===== src/rtl/wave_capture_if.sv =====
// Sample-stream input and RAM write-port bundle for the wave capture writer.
// master = the capture block, slave = the codec/display/RAM side.
interface wave_capture_if #(
  parameter int SAMPLE_W   = 16,
  parameter int DEPTH_LOG2 = 8
);
  logic                       new_sample_ready;
  logic signed [SAMPLE_W-1:0] new_sample_in;
  logic                       wave_display_idle;
  logic [DEPTH_LOG2:0]        write_address;
  logic                       write_enable;
  logic [7:0]                 write_sample;
  logic                       read_index;

  modport master (
    input  new_sample_ready, new_sample_in, wave_display_idle,
    output write_address, write_enable, write_sample, read_index
  );

  modport slave (
    output new_sample_ready, new_sample_in, wave_display_idle,
    input  write_address, write_enable, write_sample, read_index
  );
endinterface


===== src/rtl/wave_capture.sv =====
// Double-buffered wave capture writer: triggers on a positive zero crossing,
// fills the back half of the sample RAM, then flips halves on display idle.
module wave_capture #(
  parameter int SAMPLE_W   = 16,
  parameter int DEPTH_LOG2 = 8
) (
  input  logic           clk,
  input  logic           reset,
  wave_capture_if.master bus
);
  typedef enum logic [1:0] {S_ARMED, S_ACTIVE, S_WAIT} state_t;

  state_t                state, state_n;
  logic [DEPTH_LOG2-1:0] count, count_n;
  logic [SAMPLE_W-1:0]   prev_sample;
  logic                  idle_d;
  logic                  read_index, read_index_n;
  logic                  write_enable, write_enable_n;
  logic [DEPTH_LOG2:0]   write_address, write_address_n;
  logic [7:0]            write_sample, write_sample_n;
  logic                  idle_rise, crossing, strobe;
  logic [7:0]            conv;

  assign strobe    = bus.new_sample_ready;
  assign idle_rise = bus.wave_display_idle & ~idle_d;
  assign crossing  = prev_sample[SAMPLE_W-1] & ~bus.new_sample_in[SAMPLE_W-1];
  // Signed to offset-binary: keep the top byte, flip its sign bit.
  assign conv      = {~bus.new_sample_in[SAMPLE_W-1], bus.new_sample_in[SAMPLE_W-2 -: 7]};

  always_ff @(posedge clk or negedge reset) begin
    if (!reset) begin
      state         <= S_ARMED;
      count         <= '0;
      prev_sample   <= '0;
      idle_d        <= 1'b0;
      read_index    <= 1'b0;
      write_enable  <= 1'b0;
      write_address <= '0;
      write_sample  <= '0;
    end else begin
      state         <= state_n;
      count         <= count_n;
      idle_d        <= bus.wave_display_idle;
      read_index    <= read_index_n;
      write_enable  <= write_enable_n;
      write_address <= write_address_n;
      write_sample  <= write_sample_n;
      if (strobe) prev_sample <= bus.new_sample_in;
    end
  end

  always_comb begin
    state_n         = state;
    count_n         = count;
    read_index_n    = read_index;
    write_enable_n  = 1'b0;
    write_address_n = write_address;
    write_sample_n  = write_sample;
    case (state)
      S_ARMED: begin
        // count is always 0 here: reset value, or wrapped by the last write
        if (strobe && crossing) begin
          write_enable_n  = 1'b1;
          write_address_n = {~read_index, {DEPTH_LOG2{1'b0}}};
          write_sample_n  = conv;
          count_n         = DEPTH_LOG2'(1);
          state_n         = S_ACTIVE;
        end
      end
      S_ACTIVE: begin
        if (strobe) begin
          write_enable_n  = 1'b1;
          write_address_n = {~read_index, count};
          write_sample_n  = conv;
          count_n         = count + 1'b1;
          if (count == {DEPTH_LOG2{1'b1}}) state_n = S_WAIT;
        end
      end
      S_WAIT: begin
        // Rises seen while armed or capturing are dropped; only a fresh one flips.
        if (idle_rise) begin
          read_index_n = ~read_index;
          state_n      = S_ARMED;
        end
      end
      default: state_n = S_ARMED;
    endcase
  end

  assign bus.write_enable  = write_enable;
  assign bus.write_address = write_address;
  assign bus.write_sample  = write_sample;
  assign bus.read_index    = read_index;
endmodule

===== src/flat_wrapper.sv =====
// flat-port wrapper written by rule: the top's interface ports become plain ports
module wave_capture_flat 
#(
  parameter int SAMPLE_W   = 16,
  parameter int DEPTH_LOG2 = 8
)
  (clk, reset, bus_new_sample_ready, bus_new_sample_in, bus_wave_display_idle, bus_write_address, bus_write_enable, bus_write_sample, bus_read_index);
  wave_capture_if #(.SAMPLE_W(SAMPLE_W), .DEPTH_LOG2(DEPTH_LOG2)) bus_i ();
  input  logic clk;
  input  logic reset;
  input wire logic [$bits(bus_i.new_sample_ready)-1:0] bus_new_sample_ready;
  input wire logic [$bits(bus_i.new_sample_in)-1:0] bus_new_sample_in;
  input wire logic [$bits(bus_i.wave_display_idle)-1:0] bus_wave_display_idle;
  output wire logic [$bits(bus_i.write_address)-1:0] bus_write_address;
  output wire logic [$bits(bus_i.write_enable)-1:0] bus_write_enable;
  output wire logic [$bits(bus_i.write_sample)-1:0] bus_write_sample;
  output wire logic [$bits(bus_i.read_index)-1:0] bus_read_index;
  assign bus_i.new_sample_ready = bus_new_sample_ready;
  assign bus_i.new_sample_in = bus_new_sample_in;
  assign bus_i.wave_display_idle = bus_wave_display_idle;
  assign bus_write_address = bus_i.write_address;
  assign bus_write_enable = bus_i.write_enable;
  assign bus_write_sample = bus_i.write_sample;
  assign bus_read_index = bus_i.read_index;
  wave_capture #(.SAMPLE_W(SAMPLE_W), .DEPTH_LOG2(DEPTH_LOG2)) u_core (.clk(clk), .reset(reset), .bus(bus_i));
endmodule

===== config.mk =====
export PLATFORM = sky130hd
export DESIGN_NAME = wave_capture_flat
export DESIGN_NICKNAME = d
export VERILOG_FILES = /design/src/rtl/wave_capture_if.sv /design/src/rtl/wave_capture.sv /design/src/flat_wrapper.sv
export SDC_FILE = /design/constraint.sdc
export NUM_CORES = 1
export LEC_CHECK = 0
export CAP_MARGIN = 0
export CORE_MARGIN = 5
export CORE_UTILIZATION = 41
export CTS_CLUSTER_DIAMETER = 30
export DETAILED_ROUTE_END_ITERATION = 8
export PLACE_DENSITY = 0.77
export SETUP_SLACK_MARGIN = 0.05
export SYNTH_ARGS = -nofsm -noshare
export SYNTH_HDL_FRONTEND = slang
export SYNTH_SLANG_ARGS = --single-unit

===== constraint.sdc =====
create_clock -name clk -period 1.6 [get_ports clk]
set_clock_uncertainty 0.1 [all_clocks]
set_input_delay 0.16 -clock clk [delete_from_list [all_inputs] [get_ports clk]]
set_output_delay 0.16 -clock clk [all_outputs]
set_load 0.05 [all_outputs]

==> results.md, run 1 <==
- Post-synth top flop: dfrtp_1
- ANT cells: 0
- Storage element area: 775.7 sq um
- Maximum net fanout on the critical path: 3
- CTS Buffer Depth: 2
- Final core utilization: about three fifths
- DIE AREA: between 0.004 and 0.005 sq mm
- Post-synth EDFFs: 0
- Reg2reg end: u_core.state[0]$_DFFE_PN0P_
- Initial antenna violation count: 0
- Worst skew pair latency: around 330 ps
- Result of the run: finished clean
- Setup violations, final: 0
- Slew @ Worst Pin: 381.6 ps
- Asr flop ratio synth: 100.0%
- Drt via density: 4.744
- Count of different cell masters after synthesis: 33
- FF+latch count, synth: 31
- Hold Path Class: input pin to async pin
- Crit path capture type: flop
- TritonCTS clock tree: built
- Design area: 0.001779 sq mm
- Global-route wire length before repair: 4712 microns
- R2r startpoint: u_core.count[0]$_DFFE_PN0P_
- Remaining global-route overflow: 0
- PortBufs: 30
- Placer congestion estimate: 0.8860
- Post-detail-place hpwl: 2053 microns
- Clock root buffer master: clkbuf_4
- Max-Cap Viols: 0
- CTS H-tree depth: 2
- Syn Inst Count: between 100 and 150
- Final Cycle Share: between 90% and 100%
- Worst r2r path cells: 5
- Worst hold slack: between 100 and 150 ps
- Seq/Total Area, Yosys: 59.96%
- Drt total wl: 2706 microns
- Nets: 199
- Leak: 0.0008768 uW
- Initial DRC count: 59
- Final Slew Violations: 0
- WP data arrival: approximately 1600 ps
- Worst EP required: around 1700 ps
- R2R setup slack: 120 ps
- Drt wl/cell: between 10 and 15 microns
- # fillers: between 200 and 300
- Layout cell share with drive strength beyond 1: between 20% and 30%
- Post-synth net total: 151
- Largest net degree at the start of global routing: 32
- FP Rows: 20
- Max Clock Freq: 673.5 MHz
- Final Power: about 3000 uW
- Placed cell area: 0.001703 sq mm
- Io pins: 39
- Initial DRT Pass Iterations: 4
- Routed Antenna Nets: 0
- Clk slew on worst S/H paths: 80 ps
- Cts bufs inserted: 5
- Pwr/cell area: 1678 mW/mm^2
- Synth Warn #: 0
- Crit start category: flop
- Die H: 66.18 microns
- Post-route minimum period: 1485 ps
- Vias: 1,058
- Slew Limit Headroom: 74.56%
- Area of the multi-input gates: a little under 500 sq um
- RSZ-0062 raised after global routing: yes
- GRT Total Usage: approximately 15%
- Mapped Avg Cell Area: ~10 sq um
- CTS Sinks: 31
- Peak supply drop: between 0.8 and 0.9 mV
- Core Region: 0.003028 sq mm
- Area Overhead vs Synth: 37.52%
- Initial Utilization: 42.73%
- Crit Path Class: flop to flop
- Number of global-route vias before repair: 1,057
- Cell Area, Synth: 0.001294 sq mm
- Hold Vio Cnt, Final: 0
- Setup TNS: 0 ps
- Remaining DRCs: 0
- Chip width: 66.18 microns
-- critical path: stages (launching register included) --
cell and delay (ps):
dfrtp_1 360, ha_1 180, and2_1 170, and4_4 250
nand4_1 120, a21o_1 190
-- routing by layer --
| metal | routed length (microns) | up-vias | track usage, % | share of wire (%) |
|---|---|---|---|---|
| met2 | 1304 | 20 | 23.79 | 48 |
| met4 | 76 | 0 | 8.376 | 2.8 |
| met5 | 0 | - | 0 | 0 |
| met1 | 1217 | 498 | 16.90 | 45 |
| li1 | - | 535 | - | - |
| met3 | 108 | 5 | 4.592 | 4.0 |
-- synthesized netlist by cell type (2+ instances only) --
cell      instances  area share, %
nand2_1          38             11
dfrtp_1          31             60
o21ai_0          11            4.3
a21oi_1           5            1.9
nand3_1           5            1.9
nor2_1            4            1.2
nand2b_1          3            1.5
a21o_1            2            1.2
a22o_1            2            1.4
clkbuf_1          2           0.58
inv_1             2           0.58
nand4_1           2           0.97
nor3_1            2           0.77
o31ai_1           2            1.2
-- power by group --
| part | switching [uW] | internal [uW] |
|---|---|---|
| registers | 172 | 1000 |
| clock network | 245 | 258 |
| logic | 851 | 457 |
| total | 1270 | 1720 |
-- how the worst max path moves through the flow --
stage                                startpoint                          end  depth (start not counted)
global route        u_core.count[0]$_DFFE_PN0P_  u_core.state[0]$_DFFE_PN0P_                          5
floorplan           u_core.state[1]$_DFFE_PN0P_  u_core.count[5]$_DFFE_PN0P_                          5
finish              u_core.count[0]$_DFFE_PN0P_  u_core.state[0]$_DFFE_PN0P_                          5
detailed placement        bus_new_sample_in[15]  u_core.count[5]$_DFFE_PN0P_                          5
global placement          bus_new_sample_in[15]  u_core.count[5]$_DFFE_PN0P_                          5
CTS                 u_core.count[0]$_DFFE_PN0P_  u_core.state[0]$_DFFE_PN0P_                          5
-- stage by stage --
| step | cells | setup slack, ps |
|---|---|---|
| after floorplan | 130 | 109.5 |
| after global placement | 215 | -68.11 |
| after detailed placement | 215 | -103.3 |
| after CTS | 223 | 105.5 |
| after global routing | 223 | 28.90 |
| final | 223 | 115.2 |
-- timing repair --
| action | CTS | global route |
|---|---|---|
| buffers inserted | 0 | 0 |
| gates resized for setup | 0 | 2 |
| hold buffers | 0 | 0 |
| endpoints found under the setup margin | 0 | 5 |
-- area by class of cell --
cell class / count / area share (%)
Multi-Input combinational cell: 92 / 27.57
Sequential cell: 31 / 43.60
Clock buffer: 8 / 3.868
Timing Repair Buffer: 45 / 21.24
Inverter: 3 / 0.6329
Tap cell: 44 / 3.094
-- logic make-up after synthesis --
family | synth area share, %
AO/OA/AOI/OAI | 11.41
multiplexers | 0.8703
adder cells (fa/ha/maj) | 0.9670
AND/OR/NAND/NOR | 22.73
flip-flops | 59.96
buffers and inverters | 2.708
XOR/XNOR | 1.354
-- sequential cells by signal, summed over array words and instances, names as in the netlist --
name and count:
u_core.bus.read_index 1, u_core.bus.write_address 9, u_core.bus.write_enable 1, u_core.bus.write_sample 8, u_core.count 8, u_core.idle_d 1
u_core.prev_sample 1, u_core.state 2
-- placed cells by master, fill, tap and decap left out, types with 2 or more instances in the layout --
master | Yosys | layout
nand2_1 | 38 | 38
o21ai_0 | 11 | 11
a21oi_1 | 5 | 5
nand4_1 | 2 | 2
clkbuf_8 | 0 | 2
o31ai_1 | 2 | 2
nand3_1 | 5 | 5
nor2_1 | 4 | 4
dfrtp_1 | 31 | 31
a22o_1 | 2 | 2
clkbuf_4 | 0 | 5
buf_4 | 0 | 33
a21o_1 | 2 | 2
inv_1 | 2 | 2
nand2b_1 | 3 | 3
clkdlybuf4s50_1 | 0 | 11
Note: power is estimated with default switching activity, not from simulation.
==> run 2: changes to the inputs <==
==> constraint.sdc (replaced) <==
create_clock -name clk -period 1.6 [get_ports clk]
set_clock_uncertainty 0.1 [all_clocks]
set_input_delay 0.32 -clock clk [delete_from_list [all_inputs] [get_ports clk]]
set_output_delay 0.32 -clock clk [all_outputs]
set_load 0.05 [all_outputs]
==> run 2 against run 1 <==
Critical path depth stayed put. Total power is 14% higher. Worst setup slack worse by 49 ps.
==> results.md, run 2 (synthesis results as in run 1) <==
- Result of the run: finished clean
- Design area: 0.002044 sq mm
- Number of flip-flops in the largest register: 9
- Drt via density: 5.050
- Crit Path Class: input pin to flop
- Top flop regs: u_core.bus.write_address (9), u_core.bus.write_sample (8), u_core.count (8)
- Worst hold slack: 244.8 ps
- Worst r2r path cells: 4
- Clock root buffer master: clkbuf_4
- R2r startpoint: u_core.count[0]$_DFFE_PN0P_
- Commonest non-fill, non-tap cell in the layout: nand2_1
- GRT Total Usage: between 10% and 20%
- Remaining global-route overflow: 0
- CTS-repair resized insts: 0
- Die H: 66.18 microns
- Pwr/cell area: 1668 mW/mm^2
- Reg2reg end: u_core.count[5]$_DFFE_PN0P_
- Slew @ Worst Pin: 349.9 ps
- CTS H-tree depth: 2
- Maximum net fanout on the critical path: 5
- Vias: 1,121
- Setup violations, final: 0
- Peak supply drop: 0.9343 mV
- Final Slew Violations: 0
- Routed Antenna Nets: 0
- Setup TNS: 0 ps
- Largest Register: u_core.bus.write_address
- Post-CTS Setup Bufs: 0
- Initial DRC count: 37
- R2R setup slack: 90 ps
- Clk slew on worst S/H paths: 90 ps
- Core Region: between 0.003 and 0.004 sq mm
- Max-Cap Viols: 0
- PortBufs: 30
- TritonCTS clock tree: built
- Post-detail-place hpwl: between 2000 and 2500 microns
- Drt wl/cell: about 14 microns
- Drt total wl: 3006 microns
- Initial DRT Pass Iterations: 4
- # fillers: 209
- Max Clock Freq: 652.0 MHz
- Placed cell area: 0.001953 sq mm
- DIE AREA: 0.004379 sq mm
- Final Cycle Share: 95.86%
- Chip width: 66.18 microns
- Post-route minimum period: about 1500 ps
- Worst EP required: 1760 ps
- Slew Limit Headroom: 76.54%
- Crit path capture type: flop
- Io pins: 39
- Global-route wire length before repair: 5133 microns
- Initial antenna violation count: 0
- Initial Utilization: 42.73%
- RSZ-0062 raised after global routing: no
- Hold Path Class: input pin to async pin
- Area Overhead vs Synth: 58.03%
- WP data arrival: 1690 ps
- Crit start category: input pin
- Placer congestion estimate: ~0.87
- Worst skew pair latency: 320 ps
- Most frequent cells in the layout: nand2_1 (38), dfrtp_1 (30), buf_12 (21), buf_4 (13), o21ai_0 (11)
- Cts bufs inserted: 5
- CTS Sinks: 31
- FP Rows: 20
- Remaining DRCs: 0
- Number of global-route vias before repair: approximately 1,100
- Layout cell share with drive strength beyond 1: between 30 and 40%
- Nets: just under 200
- Hold Vio Cnt, Final: 0
- CTS Buffer Depth: 2
- Post-CTS Hold Buffers: 0
- Leak: 0.0009661 uW
- Largest net degree at the start of global routing: 32
- ANT cells: 0
==> run 2: cell type report <==
cell class / instances / area, sq um / area share (%)
clock buffer: 6 / 51.30 / 2.509
clock inverter: 1 / 5.005 / 0.2448
inverter: 3 / 11.26 / 0.5508
multi-input combinational: 92 / 514.2 / 25.15
sequential: 31 / 777.0 / 38.00
tap: 44 / 55.05 / 2.693
timing repair buffer: 45 / 630.6 / 30.84
==> run 2: critical path, stage by stage <==
cell,delay (ps)
clkdlybuf4s50_1,420
nand2b_4,150
a21o_1,210
or4_1,450
a21oi_2,140
==> run 2: how the worst max path moves through the flow <==
stage	startpoint	endpoint	slack, ps
2_1_floorplan	u_core.state[1]$_DFFE_PN0P_	u_core.count[5]$_DFFE_PN0P_	110
3_5_place_dp	bus_new_sample_ready	u_core.count[4]$_DFFE_PN0P_	-270
6_report	bus_new_sample_in[15]	u_core.count[5]$_DFFE_PN0P_	70
4_1_cts	bus_new_sample_ready	u_core.bus.write_sample[7]$_DFFE_PN0P_	80
5_1_grt	u_core.count[0]$_DFFE_PN0P_	u_core.count[5]$_DFFE_PN0P_	30
3_3_place_gp	bus_new_sample_ready	u_core.count[4]$_DFFE_PN0P_	-240
==> run 2: per-layer routing <==
metal	up-vias	share of wire [%]	track usage [%]
met2	31	53	26.64
li1	535	-	-
met3	5	4.6	3.061
met1	550	41	18.44
met5	-	0	0
met4	0	1.4	7.360
==> run 2: power by group <==
part | internal, uW | switching, uW
Sequential | 1010 | 253
Clock | 203 | 247
Combinational | 818 | 882
Total | 2030 | 1380
==> run 2: per-stage QoR <==
step	util [%]	std cells	worst slack (ps)	total power, uW
after detailed placement	64.50	215	-268.5	2940
after CTS	66.36	222	76.94	3392
after global placement	64.50	215	-236.4	2874
final	67.52	222	66.25	3409
after floorplan	-	130	109.5	2008
after global routing	67.52	222	28.56	3593
==> run 3: changes to the inputs <==
Settings changed: MAX_ROUTING_LAYER from default to met4.
==> run 3 against run 2 <==
Wire length shrank 3.8%. Global-route usage is 0.55 points lower. Die area stayed put. Clock-buffer cell count unchanged. Critical path depth did not move. Largest power group unchanged. Highest routed layer unchanged.
==> results.md, run 3 (synthesis results as in run 1) <==
- Reg2reg end: u_core.state[0]$_DFFE_PN0P_
- RSZ-0062 raised after global routing: no
- Core Region: 0.003028 sq mm
- Crit start category: input pin
- CP Cell Sequence: clkdlybuf4s50_1, nand2b_1, a21o_1, or4_1, a21oi_2
- Post-route minimum period: 1531 ps
- Slew @ Worst Pin: 313.0 ps
- Critical path depth in cells: 5
- Worst Setup SP: bus_new_sample_in[15]
- Drt via density: 4.914
- Crit Path Class: input pin to flop
- Slowest-stage cell, CP: clkdlybuf4s50_1
- CTS Sinks: 31
- Worst EP required: approximately 1800 ps
- Post-detail-place hpwl: approximately 2100 microns
- Leak: 0.0009522 uW
- CTS H-tree depth: 2
- Die H: between 60 and 70 microns
- Cells after DPL: 215
- Crit path capture type: flop
- Slew Limit Headroom: 79.02%
- Area Overhead vs Synth: 57.16%
- Final Cycle Share: 95.66%
- CP max stage delay: 420 ps
- Cts bufs inserted: 5
- Layout cell share with drive strength beyond 1: between 20% and 30%
- Final Power: 3391 uW
- TritonCTS clock tree: built
- Clock root buffer master: clkbuf_4
- GRT Total Usage: 14.96%
- Max Clock Freq: 653.4 MHz
- Drt wl/cell: 13.02 microns
- Placer congestion estimate: about 0.87
- Vias: 1,091
- Initial antenna violation count: 0
- Pwr/cell area: 1668 mW/mm^2
- Peak supply drop: 1.091 mV
- Chip width: about 66 microns
- Area of the multi-input gates: ~500 sq um
- Final Slew Violations: 0
- Initial DRC count: 48
- FP Rows: 20
- ANT cells: 0
- Storage element area: 775.7 sq um
- Post-CTS Setup Bufs: 0
- Routed Antenna Nets: 0
- R2r startpoint: u_core.count[0]$_DFFE_PN0P_
- CP delay by family, top: simple AND/OR/NAND/NOR gates
- DIE AREA: 0.004379 sq mm
- Drt total wl: 2891 microns
- Remaining DRCs: 0
- Maximum net fanout on the critical path: 5
- Result of the run: finished clean
- Nets: 199
- Most frequent cells in the layout: nand2_1 (38), dfrtp_1 (31), buf_12 (21), buf_4 (13), clkdlybuf4s50_1 (11)
- PortBufs: 30
- Number of global-route vias before repair: ~1,100
- R2R setup slack: 100 ps
- Hold Vio Cnt, Final: 0
- Post-CTS Hold Buffers: 0
- Initial Utilization: 42.73%
- Top flop regs: u_core.bus.write_address (9), u_core.bus.write_sample (8), u_core.count (8)
- Max-Cap Viols: 0
- Worst Setup EP: u_core.count[5]$_DFFE_PN0P_
- Largest net degree at the start of global routing: 32
- Largest Register: u_core.bus.write_address
- WP data arrival: 1680 ps
- Finished Layout Cells: 222
- Initial DRT Pass Iterations: 4
- Setup violations, final: 0
- Bufs and invs on worst path: 1
- Io pins: 39
- CTS Buffer Depth: 2
- Clk slew on worst S/H paths: 100 ps
- # fillers: 207
- Remaining global-route overflow: 0
- Hold Path Class: input pin to async pin
- Global-route wire length before repair: 4892 microns
- Worst skew pair latency: about 310 ps
- Number of flip-flops in the largest register: 9
- Worst r2r path cells: 5
- Commonest non-fill, non-tap cell in the layout: nand2_1
-- run 3: cell count changes in the layout (fill, tap and decap cells not counted), sizes merged --
| cell | before | now |
|---|---|---|
| dlymetal6s2s | 1 | 0 |
| clkdlybuf4s50 | 10 | 11 |
-- run 3: worst min-delay path by stage --
stage	slack [ps]	cells past startpoint	endpoint
after CTS	250	2	u_core.bus.write_address[2]$_DFFE_PN0P_
final	260	2	u_core.bus.write_address[1]$_DFFE_PN0P_
after global routing	250	2	u_core.bus.write_address[1]$_DFFE_PN0P_
after detailed placement	410	1	u_core.prev_sample[15]$_DFFE_PN0P_
after floorplan	-80	0	u_core.bus.read_index$_DFFE_PN0P_
after global placement	400	1	u_core.prev_sample[15]$_DFFE_PN0P_
-- run 3: what timing repair did --
item | CTS | global route
setup endpoints to repair | 0 | 8
endpoints found under the hold margin | 0 | 0
resized for setup | 0 | 8
-- run 3: where the power goes --
part / internal [uW] / switching, uW / leakage [uW]
Combinational: 814 / 867 / 0.000533
Sequential: 1000 / 259 / 0.000385
Clock: 203 / 245 / 0.0000341
-- run 3: cell type report --
type,instances,area share [%]
repair buffers,45,30.89
well taps,44,2.708
multi-input cells,92,24.92
flip-flops and latches,31,38.15
clock buffers,6,2.523
clock inverters,1,0.2462
inverters,3,0.5538
-- run 3: metal layers --
| metal | track usage [%] | vias to the layer above | routed length (microns) |
|---|---|---|---|
| li1 | - | 539 | - |
| met1 | 18.63 | 535 | 1244 |
| met2 | 23.67 | 15 | 1539 |
| met3 | 3.571 | 2 | 86 |
| met4 | 5.584 | 0 | 20 |
| met5 | - | - | 0 |
-- run 3: per-stage QoR --
stage / setup TNS, ps / utilization [%] / setup WS, ps / instance area (sq um) / hold WS, ps
4_1_cts: 0 / 66.36 / 79.64 / 2009 / 251.8
2_1_floorplan: 0 / - / 109.5 / 1294 / -75.59
3_5_place_dp: -4494 / 64.50 / -253.8 / 1953 / 414.2
5_1_grt: 0 / 67.15 / 36.01 / 2033 / 252.8
3_3_place_gp: -3695 / 64.50 / -241.2 / 1953 / 395.7
6_report: 0 / 67.15 / 69.44 / 2033 / 255.7
